### config.mk
export PLATFORM = sky130hd
export DESIGN_NAME = instr_queue
export DESIGN_NICKNAME = d
export VERILOG_FILES = /design/src/rtl/tomasula_types.sv /design/src/rtl/instr_queue.sv
export SDC_FILE = /design/constraint.sdc
export NUM_CORES = 1
export LEC_CHECK = 0
export ABC_AREA = 1
export CAP_MARGIN = 15
export CORE_MARGIN = 2
export CORE_UTILIZATION = 50
export CTS_CLUSTER_DIAMETER = 200
export DETAILED_ROUTE_END_ITERATION = 12
export GPL_TIMING_DRIVEN = 0
export PLACE_DENSITY = 0.69
export SYNTH_ARGS = -nofsm -noshare
export SYNTH_HDL_FRONTEND = slang
export SYNTH_SLANG_ARGS = --single-unit
### constraint.sdc
create_clock -name clk -period 18.2 [get_ports clk]
set_input_delay 1.82 -clock clk [delete_from_list [all_inputs] [get_ports clk]]
set_output_delay 1.82 -clock clk [all_outputs]
set_load 0.01 [all_outputs]
### src/rtl/tomasula_types.sv
// Shared decode-to-issue types: the decoded control word and its opcode class.
package tomasula_types;

    localparam int unsigned IQ_DEPTH_DEFAULT = 8;

    typedef enum logic [2:0] {
        OpAlu,
        OpMul,
        OpLoad,
        OpStore,
        OpBranch
    } op_e;

    typedef struct packed {
        op_e         op;
        logic [31:0] pc;
        logic [4:0]  rd;
        logic [4:0]  rs1;
        logic [4:0]  rs2;
        logic [31:0] imm;
    } ctl_word;

endpackage

### src/rtl/instr_queue.sv
// Instruction queue between decode and dispatch: flop-based circular FIFO of ctl_word.
// Define IQ_BYPASS_EN to let an empty queue hand the offered word straight to dispatch.
module instr_queue
    import tomasula_types::*;
#(
    parameter int unsigned DEPTH = IQ_DEPTH_DEFAULT
) (
    input  logic                     clk,
    input  logic                     rst,
    input  logic                     ld_iq,
    input  ctl_word                  control_word,
    output logic                     ack_o,
    input  logic                     flush,
    input  logic                     deq_ready,
    output logic                     deq_valid,
    output ctl_word                  deq_word,
    output logic                     full,
    output logic                     empty,
    output logic [$clog2(DEPTH):0]   count
);

    localparam int unsigned PW = $clog2(DEPTH);

    ctl_word         r_mem [DEPTH];
    logic [PW-1:0]   r_head;
    logic [PW-1:0]   r_tail;
    logic [PW:0]     r_count;

    logic            w_bypass;
    logic            w_push;
    logic            w_pop;

    assign count = r_count;
    assign full  = (r_count == (PW+1)'(DEPTH));
    assign empty = (r_count == '0);

    // ack_o never looks at deq_ready, so decode and dispatch cannot form a loop.
    assign ack_o = ld_iq & ~full & ~flush;

`ifdef IQ_BYPASS_EN
    assign w_bypass  = empty & ld_iq & ~flush;
    assign deq_valid = ~empty | w_bypass;
    assign deq_word  = w_bypass ? control_word : r_mem[r_head];
`else
    assign w_bypass  = 1'b0;
    assign deq_valid = ~empty;
    assign deq_word  = r_mem[r_head];
`endif

    // A bypassed word taken by dispatch never touches storage.
    assign w_push = ack_o & ~(w_bypass & deq_ready);
    assign w_pop  = ~empty & deq_ready & ~flush;

    always_ff @(posedge clk) begin
        if (rst) begin
            r_head  <= '0;
            r_tail  <= '0;
            r_count <= '0;
        end else if (flush) begin
            r_head  <= '0;
            r_tail  <= '0;
            r_count <= '0;
        end else begin
            if (w_push) begin
                r_tail <= r_tail + 1'b1;
            end
            if (w_pop) begin
                r_head <= r_head + 1'b1;
            end
            r_count <= r_count + (PW+1)'(w_push) - (PW+1)'(w_pop);
        end
    end

    // Storage is deliberately left uncleared by reset.
    always_ff @(posedge clk) begin
        if (!rst && w_push) begin
            r_mem[r_tail] <= control_word;
        end
    end

endmodule

# [Word level (Yosys, flattened, before mapping)]
# Memories as Yosys holds them, arrays and structs flattened. A register that Yosys moved wholly into a read port is not among the register bits.
# Cells that the tools add are included.
# W data, S select, Z words.
[word_totals] mem_bits_rw=656 latch_bits=0 register_bits=10 wordCells=24 memories=1 input_bits=87 out_inout_bits=90 romBits=0
[memory_table] name="r_mem" words=8 word_bits=82 read_ports=1 rd_ports_with_merged_regs=1 wr=1 line="instr_queue.sv:24" text="ctl_word r_mem [DEPTH];"
[op_classes] magnitude_cmp=0 muxes=4 multipliers=0 n_addsub=4 shift=0 reduce_logical=4 div=0 n_bitwise=7 n_eq_ne=1
[op_table] operator="$add A3 B1 Y3 const B" n=2
[op_table] operator="$mux W3" n=2
[op_table] operator="$add A4 B1 Y4" n=1
[op_table] operator="$and A1 B1 Y1" n=4
[op_table] operator="$eq A4 B4 Y1 const B" n=1
[op_table] operator="$logic_not A4 Y1" n=1
[op_table] operator="$sub A4 B1 Y4" n=1
[op_table] operator="$not A1 Y1" n=3
[op_table] operator="$mux W1" n=2
[op_table] operator="$reduce_or A2 Y1" n=1
[op_table] operator="$logic_and A1 B1 Y1" n=1
[op_table] operator="$logic_not A1 Y1" n=1

# [Logic depth before layout (Yosys ltp)]
# Gate-level depths: netlist (run 1).
[logic_depth] ltp_word=7 mapped_depth=12

# [Worst setup path after synthesis (run 1)]
# OpenSTA, ideal clock, no wires.
[synth_path] kind="input to register" startpoint="in flush" endpoint="mem r_mem[7][0] (netlist bit), enable pin" n_path_buf=0 cell_stages=3 path_slack_ns=9.733 required_time_ns=17.576 setup_ns=0.624 t_arrival_ns=7.843 cell_sequence="nor2_2 -> nand3_1 -> nor3_1"
[synth_via] elab_chain_cells=5
[synth_lines] element="from (decl)" line="instr_queue.sv:13" text="input logic flush,"
[synth_lines] element="$not A1 Y1" line="instr_queue.sv:38" text="assign ack_o = ld_iq & ~full & ~flush;"
[synth_lines] element="$and A1 B1 Y1" line="instr_queue.sv:38"
[synth_lines] element="$logic_and A1 B1 Y1" line="instr_queue.sv:76" text="if (!rst && w_push) begin"
[synth_lines] element="$mux W1" line="instr_queue.sv:76"
[synth_lines] element="$mux W1 (implied by the code)" line="instr_queue.sv:77" text="r_mem[r_tail] <= control_word;"
[synth_lines] element="to (decl)" line="instr_queue.sv:24"
# No other way between the ends.

==> flow_summary_export.csv, run 1 <==
group,metric,value,unit
detailed_routing,drt-pass1-iter-count,5,
detailed_routing,drt-initial-drc-count,1790,
finish,syn_to_final_growth,20.0,%
worst_setup_path,cp-start-kind,"flop",
pwr,clkPwrFrac,40.4,%
worst_setup_path,cp_data_arrival_time,3.29,ns
logic_synthesis,async_flop_share,0,%
floorplanning,design.die.area,55400,um2
floorplanning,dieHeight,235,um
logic_synthesis,synth_simple_gate_area_share,15.8,%
pwr,switching_power,0.679,mW
detailed_routing,vias_per_cell,5.46,
floorplanning,ioPinCount,177,
placement,place.gp.congestion,0.783,
finish,drive_gt1_share,7.31,%
logic_synthesis,synth_adder_area_share,0.448,%
detailed_routing,routed_wl,66200,um
flow_run,maxCapViolCount,0,
grt,grt-ovfl-total,0,
logic_synthesis,synth_edf_count,656,
floorplanning,start_util,50.8,%
timing,rsz0062_at_grt,"no",
clocking,path_clk_slew,0.06,ns
grt,grt_pass1_vias,17600,
logic_synthesis,synth_top_family_by_area,"simple AND/OR/NAND/NOR gates",
logic_synthesis,synth-compound-area-share,6.22,%
worst_setup_path,crit_path_end_kind,"primary output",
clocking,cts_tree,"built",
logic_synthesis,synth.avg_cell_area,11.7,um2
clocking,htreeDepth,3,
logic_synthesis,synth_xor_area_share,0.0327,%
detailed_routing,drc,0,
timing,period_share,28.1,%
pwr,power.internal,2.54,mW
timing,max_slew_margin,29.8,%
finish,diodes,0,
logic_synthesis,synth_seq_area_share,74.5,%
clocking,cts_resized,0,
pwr,pwr-share-seq,53.0,%
run_status,status,"completed",
clocking,cts_sinks,669,
clocking,cts_root_buf,"clkbuf_16",
clocking,cts_hold_buf,0,
clocking,post_cts_buffers,0,
logic_synthesis,synth_ff_type,"edfxtp_1",
logic_synthesis,synth_area_leaders,"edfxtp_1, nand2_1, o21ai_0",
timing,finalHoldViolations,0,
pwr,p_comb_share,6.6,%
timing,tns,0,ns
floorplanning,row_count,84,
timing,fin_skew,0.0212,ns
clocking,clk_latency,0.59,ns
placement,io_buffers,176,
hold_path,worstHoldPathType,"flop to flop",
detailed_routing,routedWlPerCell,20.1,um
timing,setup_violations,0,
timing,max_freq,196,MHz
grt,grt_max_degree,28,
pwr,sw_frac_of_total,21.1,%
worst_setup_path,required,16.38,ns
logic_synthesis,muxShareOfSynthArea,0,%
timing,worst_pin_slew,1.05,ns
pwr,vdd_ir_drop_max,0.0000538,V
floorplanning,die_x,235,um
detailed_routing,ant_nets,0,
grt,grt_pass1_wl,101000,um
finish,final_common_cell,"nand2_1",
timing,slew_viol_final,0,
grt,grt.total_usage,23.7,%
logic_synthesis,ys_ff_latch,669,
worst_setup_path,criticalPathCategory,"flop to primary output",
timing,min_period,5.11,ns
finish,mostFrequentLayoutCells,"nand2_1, edfxtp_1, nor2_1, clkdlybuf4s50_1, o21ai_0",
logic_synthesis,netlist_area,26800,um2
logic_synthesis,syn_inst,2280,
logic_synthesis,synth_top_area_share,73.5,%
finish,num-fill-cells,4072,
worst_setup_path,crit_fanout,10,
logic_synthesis,synth_top_area_cell,"edfxtp_1",
pwr,power,3.22,mW
pwr,p_per_area,100,nW/um2
logic_synthesis,syn_nets,2376,
logic_synthesis,ys_warn_count,0,
grt,antenna_found_initial,3,
logic_synthesis,yosysUniqueCellTypes,21,
detailed_routing,vias,18000,
timing,hold_slack,0.479,ns
placement,hpwl,42600,um
floorplanning,core_region_area,52800,um2
clocking,cts_buffers,69,
finish,fin_nets,2665,
pwr,leakagePower,11.6,nW
clocking,cts_buffer_depth,3,
==> synthesized netlist by cell type (3+ instances only) <==
library cell and number:
edfxtp_1 656, o21ai_1 160, ha_1 8, buf_6 24
nor3_1 3, clkbuf_1 60, nand4_1 3, buf_1 10
nand2_1 922, o21ai_0 168, inv_1 21, nor2_1 181
inv_2 3, buf_4 11, nand3_1 9, dfxtp_1 13
buf_2 20, a21oi_1 5
==> path summary, 6_finish.rpt <==
check / slack (ns) / from / depth (start not counted) / to
setup / recovery: 13.09 / flop / 7 / deq_word[2]
hold / removal: 0.48 / r_head[2] / 2 / r_head[2]
setup reg to reg: 15.15 / count[2] / 9 / r_mem[3][44]
hold reg to reg: 0.48 / r_head[2] / 2 / r_head[2]
==> state kept, by name, summed over array words and instances (netlist names), named ones only <==
signal / count
count: 4
r_tail: 3
r_mem: 656
r_head: 3
==> worst max-delay path, cell delays in order, from the launching register on <==
cell	delay [ns]
dfxtp_1	0.37
buf_1	0.71
clkbuf_1	0.60
nand2_1	0.13
o21ai_1	0.12
nand2_1	0.07
nand2_1	0.13
clkdlybuf4s50_1	0.55
==> metal layers <==
metal,GRT usage (%),wire (um),share of wire (%),vias to the layer above
met5,0,35,0.053,-
met4,6.68,1340,2.0,6
met3,4.14,5530,8.4,100
met2,40.1,32700,49,806
met1,31.7,26600,40,8730
li1,-,-,-,8373
==> logic make-up after synthesis <==
family | after synthesis
flops | 669
compound gates | 333
simple gates | 1119
buf+inv | 149
xor+xnor | 1
fa+ha+maj | 9
==> stage by stage <==
stage,util (%),worst slack (ns),cells,area (um2)
2_1_floorplan,-,9.73,2280,26800
3_3_place_gp,55.7,4.32,3144,29400
3_5_place_dp,57.0,13.22,3186,30100
4_1_cts,60.9,13.05,3301,32100
5_1_grt,60.9,12.94,3301,32100
6_report,60.9,13.09,3301,32100
==> cell type report <==
type                            count  area [um2]  share of cell area (%)
Timing Repair Buffer              218        2390                    7.44
Sequential cell                   669       20000                    62.1
Buffer                            125         716                    2.23
Tap cell                          688         861                    2.68
Inverter                           24        90.1                   0.280
Multi-Input combinational cell   1462        6070                    18.9
Clock buffer                       87        1880                    5.85
Clock inverter                     28         166                   0.518
==> power by group through the flow <==
| stage | Sequential, mW | Combinational, mW | Clock (mW) |
|---|---|---|---|
| after detailed placement | 1.74 | 0.210 | 0 |
| after global placement | 1.74 | 0.201 | 0 |
| final | 1.71 | 0.211 | 1.30 |
| after CTS | 1.71 | 0.212 | 1.32 |
| after global routing | 1.71 | 0.230 | 1.37 |
| after floorplan | 1.74 | 0.0938 | 0 |
(Power assumes the default switching activity.)
==> inputs of run 2 (changes only) <==
Clock period 18.2 ns to 4.78 ns, I/O delays scaled along.
==> run 2 against run 1 <==
  * Register-to-register slack got worse by 13 ns
  * Worst hold slack improved by 0.012 ns
  * Sequential power increased to 3.8 times the previous value
  * Clock-buffer cell count increased by 3
  * Die area unchanged
  * Global-route usage increased by 0.55 points
  * Clock skew decreased by 0.0024 ns
  * Largest cell class unchanged
==> flow_summary_export.csv, run 2 (synthesis gave the netlist of run 1 again) <==
group,metric,value,unit
detailed_routing,drt-initial-drc-count,1784,
floorplanning,core_region_area,52800,um2
floorplanning,dieHeight,235,um
grt,grt-ovfl-total,0,
worst_setup_path,crit_chain,"clkbuf_1 -> clkbuf_1 -> nand2_1 -> o21ai_1 -> nand2_1 -> nand2_1 -> clkdlybuf4s50_1",
grt,antenna_found_initial,2,
worst_setup_path,cp-start-kind,"flop",
worst_setup_path,crit_fanout,10,
clocking,clk_latency,0.60,ns
timing,finalHoldViolations,0,
finish,syn_to_final_growth,20.1,%
pwr,sw_frac_of_total,21.5,%
detailed_routing,routed_wl,67400,um
finish,mostFrequentLayoutCells,"nand2_1, edfxtp_1, nor2_1, clkdlybuf4s50_1, o21ai_0",
placement,place_ws,1.15,ns
finish,largest_reg_flops,656,
worst_setup_path,criticalPathCategory,"flop to primary output",
worst_setup_path,crit_family,"buffers and inverters",
detailed_routing,vias_per_cell,5.49,
grt,grt_max_degree,27,
clocking,cts_tree,"built",
worst_setup_path,cp_data_arrival_time,3.42,ns
finish,fin_nets,2665,
clocking,cts_buffer_depth,3,
worst_setup_path,crit_path_end_kind,"primary output",
placement,io_buffers,176,
finish,drive_gt1_share,7.48,%
timing,max_slew_margin,22.1,%
grt,grt.total_usage,24.2,%
worst_setup_path,required,4.30,ns
clocking,cts_buffers,69,
placement,place.gp.congestion,0.776,
pwr,p_comb_share,6.5,%
timing,fin_skew,0.0188,ns
timing,slew_viol_final,0,
floorplanning,start_util,50.8,%
timing,hold_slack,0.490,ns
pwr,power,12.3,mW
clocking,path_clk_slew,0.06,ns
run_status,status,"completed",
flow_run,maxCapViolCount,0,
clocking,cts_hold_buf,0,
grt,grt_pass1_wl,103000,um
detailed_routing,vias,18200,
worst_setup_path,crit_path_frequent_cell,"nand2_1",
detailed_routing,drc,0,
timing,tns,0,ns
placement,hpwl,42500,um
floorplanning,die_x,235,um
detailed_routing,drt-pass1-iter-count,6,
grt,grt_pass1_vias,18100,
pwr,pwr-share-seq,52.8,%
pwr,power.internal,9.65,mW
floorplanning,ioPinCount,177,
pwr,vdd_ir_drop_max,0.000243,V
pwr,p_per_area,382,nW/um2
timing,min_period,3.90,ns
clocking,cts_resized,0,
pwr,clkPwrFrac,40.6,%
worst_setup_path,critPathBufInv,3,
clocking,post_cts_buffers,0,
worst_setup_path,slowest_stage,"clkbuf_1",
timing,worst_slack,0.880,ns
worst_setup_path,cpPeakStageDelay,0.89,ns
clocking,cts_root_buf,"clkbuf_16",
placement,placed_area,30100,um2
timing,rsz0062_at_grt,"no",
detailed_routing,routedWlPerCell,20.3,um
timing,max_freq,256,MHz
timing,worst_pin_slew,1.17,ns
pwr,switching_power,2.64,mW
floorplanning,row_count,84,
floorplanning,design.die.area,55400,um2
clocking,cts_sinks,669,
hold_path,worstHoldPathType,"flop to flop",
timing,period_share,81.6,%
timing,setup_violations,0,
finish,final_common_cell,"nand2_1",
finish,design_area,32200,um2
finish,regMostFlops,"r_mem",
pwr,leakagePower,11.6,nW
clocking,htreeDepth,3,
detailed_routing,ant_nets,0,
run 2: changes by cell type in the layout (fill, tap and decap cells not counted), sizes merged:
cell / change
clkbuf: +3
inv: +2
diode: +3
clkinv: +2
run 2: worst paths after layout:
path	end	slack [ns]	from	depth (start not counted)
setup / recovery	deq_word[76]	0.88	flop	7
hold / removal	flop	0.49	r_head[2]	2
setup reg to reg	r_mem[7][44]	1.70	count[2]	10
hold reg to reg	flop	0.49	r_head[2]	2
run 2: cell type report:
type / count / area, um2
antenna: 3 / 7.51
sequential: 669 / 20000
clock inverter: 32 / 199
tap: 688 / 861
multi-input combinational: 1462 / 6070
buffer: 125 / 716
inverter: 24 / 90.1
clock buffer: 90 / 1870
fill: 4105 / 20600
timing repair buffer: 218 / 2390
run 2: per-stage QoR:
| step | cells | utilization [%] |
|---|---|---|
| after floorplan | 2280 | - |
| after global placement | 3144 | 55.8 |
| after detailed placement | 3186 | 57.0 |
| after CTS | 3308 | 60.9 |
| after global routing | 3308 | 60.9 |
| final | 3311 | 61.0 |
run 2: layer usage:
layer | GRT usage [%] | part of all wire (%)
met3 | 3.99 | 7.9
met1 | 32.4 | 41
met2 | 40.3 | 49
met5 | 0 | 0.027
met4 | 8.82 | 2.5
run 2: tightest hold or removal path: stages (launching register included):
cell and delay (ns):
dfxtp_1 0.31, inv_1 0.05, a21oi_1 0.08
run 2: power by group through the flow:
| stage | Sequential (mW) | Combinational, mW | Clock (mW) |
|---|---|---|---|
| global placement | 6.63 | 0.765 | 0 |
| global route | 6.49 | 0.877 | 5.28 |
| detailed placement | 6.62 | 0.798 | 0 |
| finish | 6.49 | 0.805 | 4.99 |
| CTS | 6.49 | 0.806 | 5.04 |
| floorplan | 6.62 | 0.357 | 0 |
